==> src/rtl/irq_controller.sv <==
// irq_controller: vectored interrupt controller feeding the branch/exception unit.
// Raw lines are synchronised and latched into a pending register, either as
// rising-edge events or as sampled levels. Unmasked pending lines are arbitrated
// by fixed priority (lowest index wins). A three-state FSM presents one request
// and tracks it through acknowledge and end-of-interrupt.
module irq_controller #(
    parameter int                 NUM_IRQ   = 8,
    parameter int                 ID_W      = 3,
    parameter logic [NUM_IRQ-1:0] EDGE_MASK = '1,
    parameter logic [NUM_IRQ-1:0] MASK_RST  = '1,
    parameter logic [31:0]        VEC_BASE  = 32'h0000_0010,
    parameter int                 VEC_SHIFT = 2
) (
    input  logic               clk_i,
    input  logic               rst_i,
    input  logic [NUM_IRQ-1:0] irq_in_i,
    input  logic               mask_wr_i,
    input  logic [NUM_IRQ-1:0] mask_data_i,
    input  logic               int_ack_i,
    input  logic               eoi_i,
    output logic               int_req_o,
    output logic [ID_W-1:0]    int_id_o,
    output logic [31:0]        int_addr_o,
    output logic               in_service_o,
    output logic [NUM_IRQ-1:0] pending_o
);

    typedef enum logic [1:0] {
        ST_IDLE = 2'd0,
        ST_REQ  = 2'd1,
        ST_SVC  = 2'd2
    } state_t;

    state_t             state_q, state_d;
    logic [ID_W-1:0]    id_q, id_d;
    logic [NUM_IRQ-1:0] s1_q, s2_q;
    logic [NUM_IRQ-1:0] mask_q;
    logic [NUM_IRQ-1:0] pending_q, pending_d;
    logic [NUM_IRQ-1:0] eligible;
    logic [NUM_IRQ-1:0] ack_clr;
    logic [2**ID_W-1:0] elig_ext;
    logic [ID_W-1:0]    win_id;
    logic               any_elig;
    logic               ack_fire;

    // An acknowledge only counts while a request is actually being presented.
    assign ack_fire = (state_q == ST_REQ) && int_ack_i;

    // Two-flop synchroniser for every raw line.
    always_ff @(posedge clk_i or posedge rst_i) begin
        if (rst_i) begin
            s1_q <= '0;
            s2_q <= '0;
        end else begin
            s1_q <= irq_in_i;
            s2_q <= s1_q;
        end
    end

    // Mask register; a write is visible to arbitration from the next cycle on.
    always_ff @(posedge clk_i or posedge rst_i) begin
        if (rst_i) begin
            mask_q <= MASK_RST;
        end else if (mask_wr_i) begin
            mask_q <= mask_data_i;
        end
    end

    // Per-line pending next state: edge lines latch rising edges, level lines follow s2.
    generate
        for (genvar gi = 0; gi < NUM_IRQ; gi++) begin : g_line
            assign ack_clr[gi] = ack_fire && (id_q == ID_W'(gi));
            if (EDGE_MASK[gi]) begin : g_edge
                logic s3_q;
                logic rise;

                // Delayed copy of the synchronised line for edge detection.
                always_ff @(posedge clk_i or posedge rst_i) begin
                    if (rst_i) begin
                        s3_q <= 1'b0;
                    end else begin
                        s3_q <= s2_q[gi];
                    end
                end

                assign rise = s2_q[gi] & ~s3_q;
                // A new edge arriving on the clearing cycle must not be lost, so set wins.
                assign pending_d[gi] = rise | (pending_q[gi] & ~ack_clr[gi]);
            end else begin : g_level
                assign pending_d[gi] = s2_q[gi];
            end
        end
    endgenerate

    // Pending register.
    always_ff @(posedge clk_i or posedge rst_i) begin
        if (rst_i) begin
            pending_q <= '0;
        end else begin
            pending_q <= pending_d;
        end
    end

    assign eligible = pending_q & ~mask_q;
    assign any_elig = |eligible;

    // Fixed-priority arbitration: scan from the top so the lowest index wins.
    always_comb begin
        win_id = '0;
        for (int i = NUM_IRQ - 1; i >= 0; i--) begin
            if (eligible[i]) begin
                win_id = ID_W'(i);
            end
        end
    end

    // Eligibility widened to the full ID space so the latched ID can index it safely.
    always_comb begin
        elig_ext                = '0;
        elig_ext[NUM_IRQ-1:0]   = eligible;
    end

    // FSM state and latched ID registers.
    always_ff @(posedge clk_i or posedge rst_i) begin
        if (rst_i) begin
            state_q <= ST_IDLE;
            id_q    <= '0;
        end else begin
            state_q <= state_d;
            id_q    <= id_d;
        end
    end

    // FSM next state; the ID only changes when a new request is started from IDLE.
    always_comb begin
        state_d = state_q;
        id_d    = id_q;
        case (state_q)
            ST_IDLE: begin
                if (any_elig) begin
                    id_d    = win_id;
                    state_d = ST_REQ;
                end
            end
            ST_REQ: begin
                // Acknowledge takes precedence over a simultaneous withdrawal.
                if (int_ack_i) begin
                    state_d = ST_SVC;
                end else if (!elig_ext[id_q]) begin
                    state_d = ST_IDLE;
                end
            end
            ST_SVC: begin
                if (eoi_i) begin
                    state_d = ST_IDLE;
                end
            end
            default: begin
                state_d = ST_IDLE;
            end
        endcase
    end

    assign int_req_o    = (state_q == ST_REQ);
    assign in_service_o = (state_q == ST_SVC);
    assign int_id_o     = id_q;
    assign pending_o    = pending_q;
    assign int_addr_o   = VEC_BASE + ({{(32 - ID_W){1'b0}}, id_q} << VEC_SHIFT);

endmodule

==> config.mk <==
export PLATFORM = sky130hd
export DESIGN_NAME = irq_controller
export DESIGN_NICKNAME = d
export VERILOG_FILES = /design/src/rtl/irq_controller.sv
export SDC_FILE = /design/constraint.sdc
export NUM_CORES = 1
export LEC_CHECK = 0
export BUFFER_PORTS_ARGS = -buffer_cell sky130_fd_sc_hd__buf_2
export CORE_MARGIN = 2
export CORE_UTILIZATION = 53
export CTS_CLUSTER_SIZE = 8
export DETAILED_ROUTE_END_ITERATION = 10
export PLACE_DENSITY = 0.92
export SKIP_LAST_GASP = 1
export SLEW_MARGIN = 20
export SYNTH_ARGS = -nofsm -noshare
export SYNTH_HDL_FRONTEND = slang
export SYNTH_SLANG_ARGS = --single-unit
export TNS_END_PERCENT = 50
==> constraint.sdc <==
create_clock -name clk_i -period 4.1 [get_ports clk_i]
set_input_delay 0.82 -clock clk_i [delete_from_list [all_inputs] [get_ports clk_i]]
set_output_delay 0.82 -clock clk_i [all_outputs]
set_load 0.005 [all_outputs]
# Word level (Yosys, flattened, before mapping)
# Index checks and enable logic that the tools add are counted.
# word_totals
word_cells,99
latch_bits,0
mem_bits_ro,0
output_inout_bits,45
input_bits,21
ram_bits,0
reg_bits,45
memories,0
# classes
mul,0
n_div,0
eq_ne,12
n_mux,15
shift,0
magnitude_cmp,1
n_addsub,1
n_reduce_logical,14
n_bitwise,42
# op_table
operator,count
$mux 3,8
$and 1x1->1,16
$not 1->1,16
$eq 3x3->1 const B,4
$logic_and 1x1->1,9
$and 8x8->8,1
$mux 2,4
$not 8->8,1
$or 1x1->1,8
$reduce_or 8->1,1
$add 5x5->6 const A,1
$eq 3x2->1 const B,2
$pmux 2 s3,1
$lt 3x4->1 const B,1
$ne 2x2->1 const B,2
$bmux 1 s3,1
$eq 3x1->1 const B,1
$logic_not 3->1,1
$ne 3x3->1 const B,1
$reduce_and 3->1,1
$eq 2x1->1 const B,1
$eq 2x2->1 const B,1
$logic_not 2->1,1
$reduce_and 2->1,1
$mux 1,1

# Logic depth before layout (Yosys ltp)
# depth
word_depth,10
depth_mapped,5

# Worst setup path before layout
# No wires, ideal clock.
# synth_path
path_kind,input to register
startpoint,in mask_wr_i
endpoint,reg mask_q[0]
t_arrival_ns,1.453
path_slack_ns,2.565
cell_stages,2
path_cell_list,clkbuf_1 mux2_2
# synth_lines
element,line_no,rtl
start: declaration,17,"input logic mask_wr_i,"
end signal: assignment,65,mask_q <= mask_data_i;
end: declaration,37,logic [NUM_IRQ-1:0] mask_q;
# No word-level cell between the ends.

# Final worst setup path
# layout_path
startpoint,reg state_q[1]
endpoint,out int_req_o
# layout_between
elab_chain_len,1
# layout_lines
element,line_no,rtl
start: declaration,34,"state_t state_q, state_d;"
start signal: assignment,129,state_q <= state_d;
$eq 2x1->1,164,assign int_req_o = (state_q == ST_REQ);
end: declaration,21,"output logic int_req_o,"
# No other way between the ends.

==> metrics.yaml <==
pin_count: 66
die_x_um: 64.6
final_layout_size_suffix_gt1_share_pct: 35.2
grt_pass1_vias: 1094
path_clk_slew_ns: 0.08
finalCritPeriodShare_pct: 46.7
async_reset_ff_share_pct: 100
hold_viol: 0
synth_seq_cells: 45
netlist_instances: 159
first_pass_iters: 4
seq_area_frac_synth_pct: 58.4
fin_nets: 219
via_per_inst: 4.74
syn_avg_cell_area_um2: 12.2
period_minus_slack_ns: 1.91
yosysWarningCount: 0
drt_iter0_drc: 67
grt_overflow_total: 0
clockBufferDepth: 2
finalWirelength_um: 2990
die_y_um: 64.6
slowest_stage: "dfrtp_1"
setup_slack_ns: 2.19
cts_sinks: 45
hold_class: "flop to flop"
cp-start-kind: "flop"
crit_chain: "and2b_1 > buf_2"
grt_first_pass_wirelength_um: 4850
final_cells: 247
postCtsHoldBufs: 0
rsz0062_at_grt: "false"
worst_slew_pin_slew_ns: 0.521
io_buffers: 37
routed-via-count: 1172
rr_endpoint: "int_id_o[0]"
rr_startpoint: "mask_q[0]"
clock.fmax_mhz: 523
diodes: 0
place_congestion: 0.951
ctsResizeCount: 0
end_kind: "primary output"
yosys.cell_count.top_type: "dfrtp_1"
path_class: "flop to primary output"
grt_usage_pct: 15.7
powerDensity_mw_per_mm2: 560
cpLargestDelayFamily: "flip-flops"
worstSkewPairLatency_ns: 0.29
start_util_pct: 54.0
worstPathRequired_ns: 3.28
drc: 0
wire_per_inst_um: 12.1
postCtsSetupBuffers: 0
synth-main-ff-cell: "dfrtp_1"
syn_to_final_growth_pct: 10.7
row_count: 22
path_depth: 2
cp-endpoint: "int_req_o"
ant_nets: 0
path_buf_inv: 1
cp-startpoint: "state_q[1]"
final.setup.tns_ns: 0
relSlewSlack_pct: 65.2
setup_viol: 0
place_inst: 239
antenna_found_initial: 0
netlist.area_leader.share_pct: 47.6
max-cap-violations: 0
critPathArrivalTime_ns: 1.09
status: "finished clean"
leakage_nw: 1.04
dp_hpwl_um: 2200
max_stage_delay_ns: 0.39
fin_worst_skew_ns: 0.00687
multi_input_area_um2: 614
netlist_area_mm2: 0.00195
vdd_drop_max_v: 0.000241
core_area_mm2: 0.00361
tritoncts: "built"
cts_htree_levels: 2
synth.largest_area_cell: "dfrtp_1"
grt_max_degree: 46
synth_edf_count: 0
rrSetupSlack_ns: 2.52
dieArea_mm2: 0.00417
synthTopCellsByArea: "dfrtp_1 48%, buf_4 12%, dfstp_2 11%"
synth_cell_types: 32
cts_buffers: 5
slew_violations: 0
seq_area_mm2: 0.00114
synth_commonest_cells: "37 x dfrtp_1, 31 x buf_4, 16 x o21ai_0"
critPathMaxFanout: 5
ff2ff_path_depth: 4
root_buffer: "clkbuf_8"
dp_slack_ns: 2.49
n_fill_cell: 297
-- layout make-up --
cell class | count | share of cell area (%)
Sequential cell | 45 | 52.8
Multi-Input combinational cell | 95 | 28.5
Clock inverter | 1 | 0.232
Clock buffer | 7 | 4.47
Timing Repair Buffer | 38 | 8.95
Tap cell | 48 | 2.79
Inverter | 13 | 2.27
-- layout by cell type, fill, tap and decap left out --
cell,n
a31oi_1,1
o21ai_2,1
nand2b_1,4
dfstp_2,8
a21oi_1,4
inv_1,12
buf_4,1
mux2_1,1
nor2b_1,4
mux4_2,1
mux2_2,7
clkbuf_8,7
nor2b_2,1
conb_1,28
nand2_1,5
buf_2,37
o21ai_0,16
o211ai_1,2
a22o_1,1
dfrtp_1,37
nand4b_4,1
clkinv_1,1
and2b_1,1
o31ai_1,2
nand3b_1,1
nand4_1,2
nor2_1,1
nand2b_4,4
clkinv_2,1
o211ai_2,1
mux2i_1,1
nand3_1,3
o2bb2ai_1,1
o2111ai_1,1
-- where the power goes --
part | switching (mW) | internal, mW
clock | 0.136 | 0.152
sequential | 0.0794 | 0.517
combinational | 0.167 | 0.154
-- worst min-delay path by stage --
| stage | startpoint | endpoint | slack, ns | cells past startpoint |
|---|---|---|---|---|
| 6_report | s1_q[4] | s2_q[4] | 0.35 | 0 |
| 5_1_grt | s1_q[7] | s2_q[7] | 0.36 | 0 |
| 4_1_cts | s1_q[1] | s2_q[1] | 0.35 | 0 |
| 3_5_place_dp | s1_q[1] | s2_q[1] | 0.33 | 0 |
| 3_3_place_gp | s1_q[6] | s2_q[6] | 0.33 | 0 |
| 2_1_floorplan | s1_q[0] | s2_q[0] | 0.33 | 0 |
-- per-stage QoR --
| stage | instance area (um^2) | utilization, % | total power, mW | hold WS [ns] |
|---|---|---|---|---|
| after CTS | 2150 | 59.7 | 1.22 | 0.353 |
| after global routing | 2150 | 59.7 | 1.28 | 0.359 |
| after detailed placement | 2050 | 56.9 | 0.923 | 0.335 |
| final | 2150 | 59.7 | 1.21 | 0.349 |
| after global placement | 2050 | 56.9 | 0.905 | 0.333 |
| after floorplan | 2050 | - | 0.843 | 0.331 |
-- flip-flops by register name (all words and copies together), names as in the netlist --
signal and count:
int_id_o 3, s2_q 8, state_q 2, s1_q 8, pending_o 8, mask_q 8
g_line.g_edge.s3_q 8
-- cells by family (layout without fill, tap and decap cells) --
logic type / Yosys count / count (layout) / synth area share (%)
buffers and inverters: 46 / 59 / 15.2
DFF: 45 / 45 / 58.4
AOI/OAI and AO/OA: 30 / 30 / 9.45
and+or+nand+nor: 27 / 27 / 10.4
muxes: 10 / 10 / 6.30
other: 1 / 28 / 0.193
-- per-layer routing --
metal	part of all wire, %	track usage, %	vias up
li1	-	-	543
met1	41	18.1	565
met2	50	26.6	57
met3	7.3	5.21	7
met4	1.9	7.18	0
met5	0	0	-
Power figures use the tool's default switching activity.
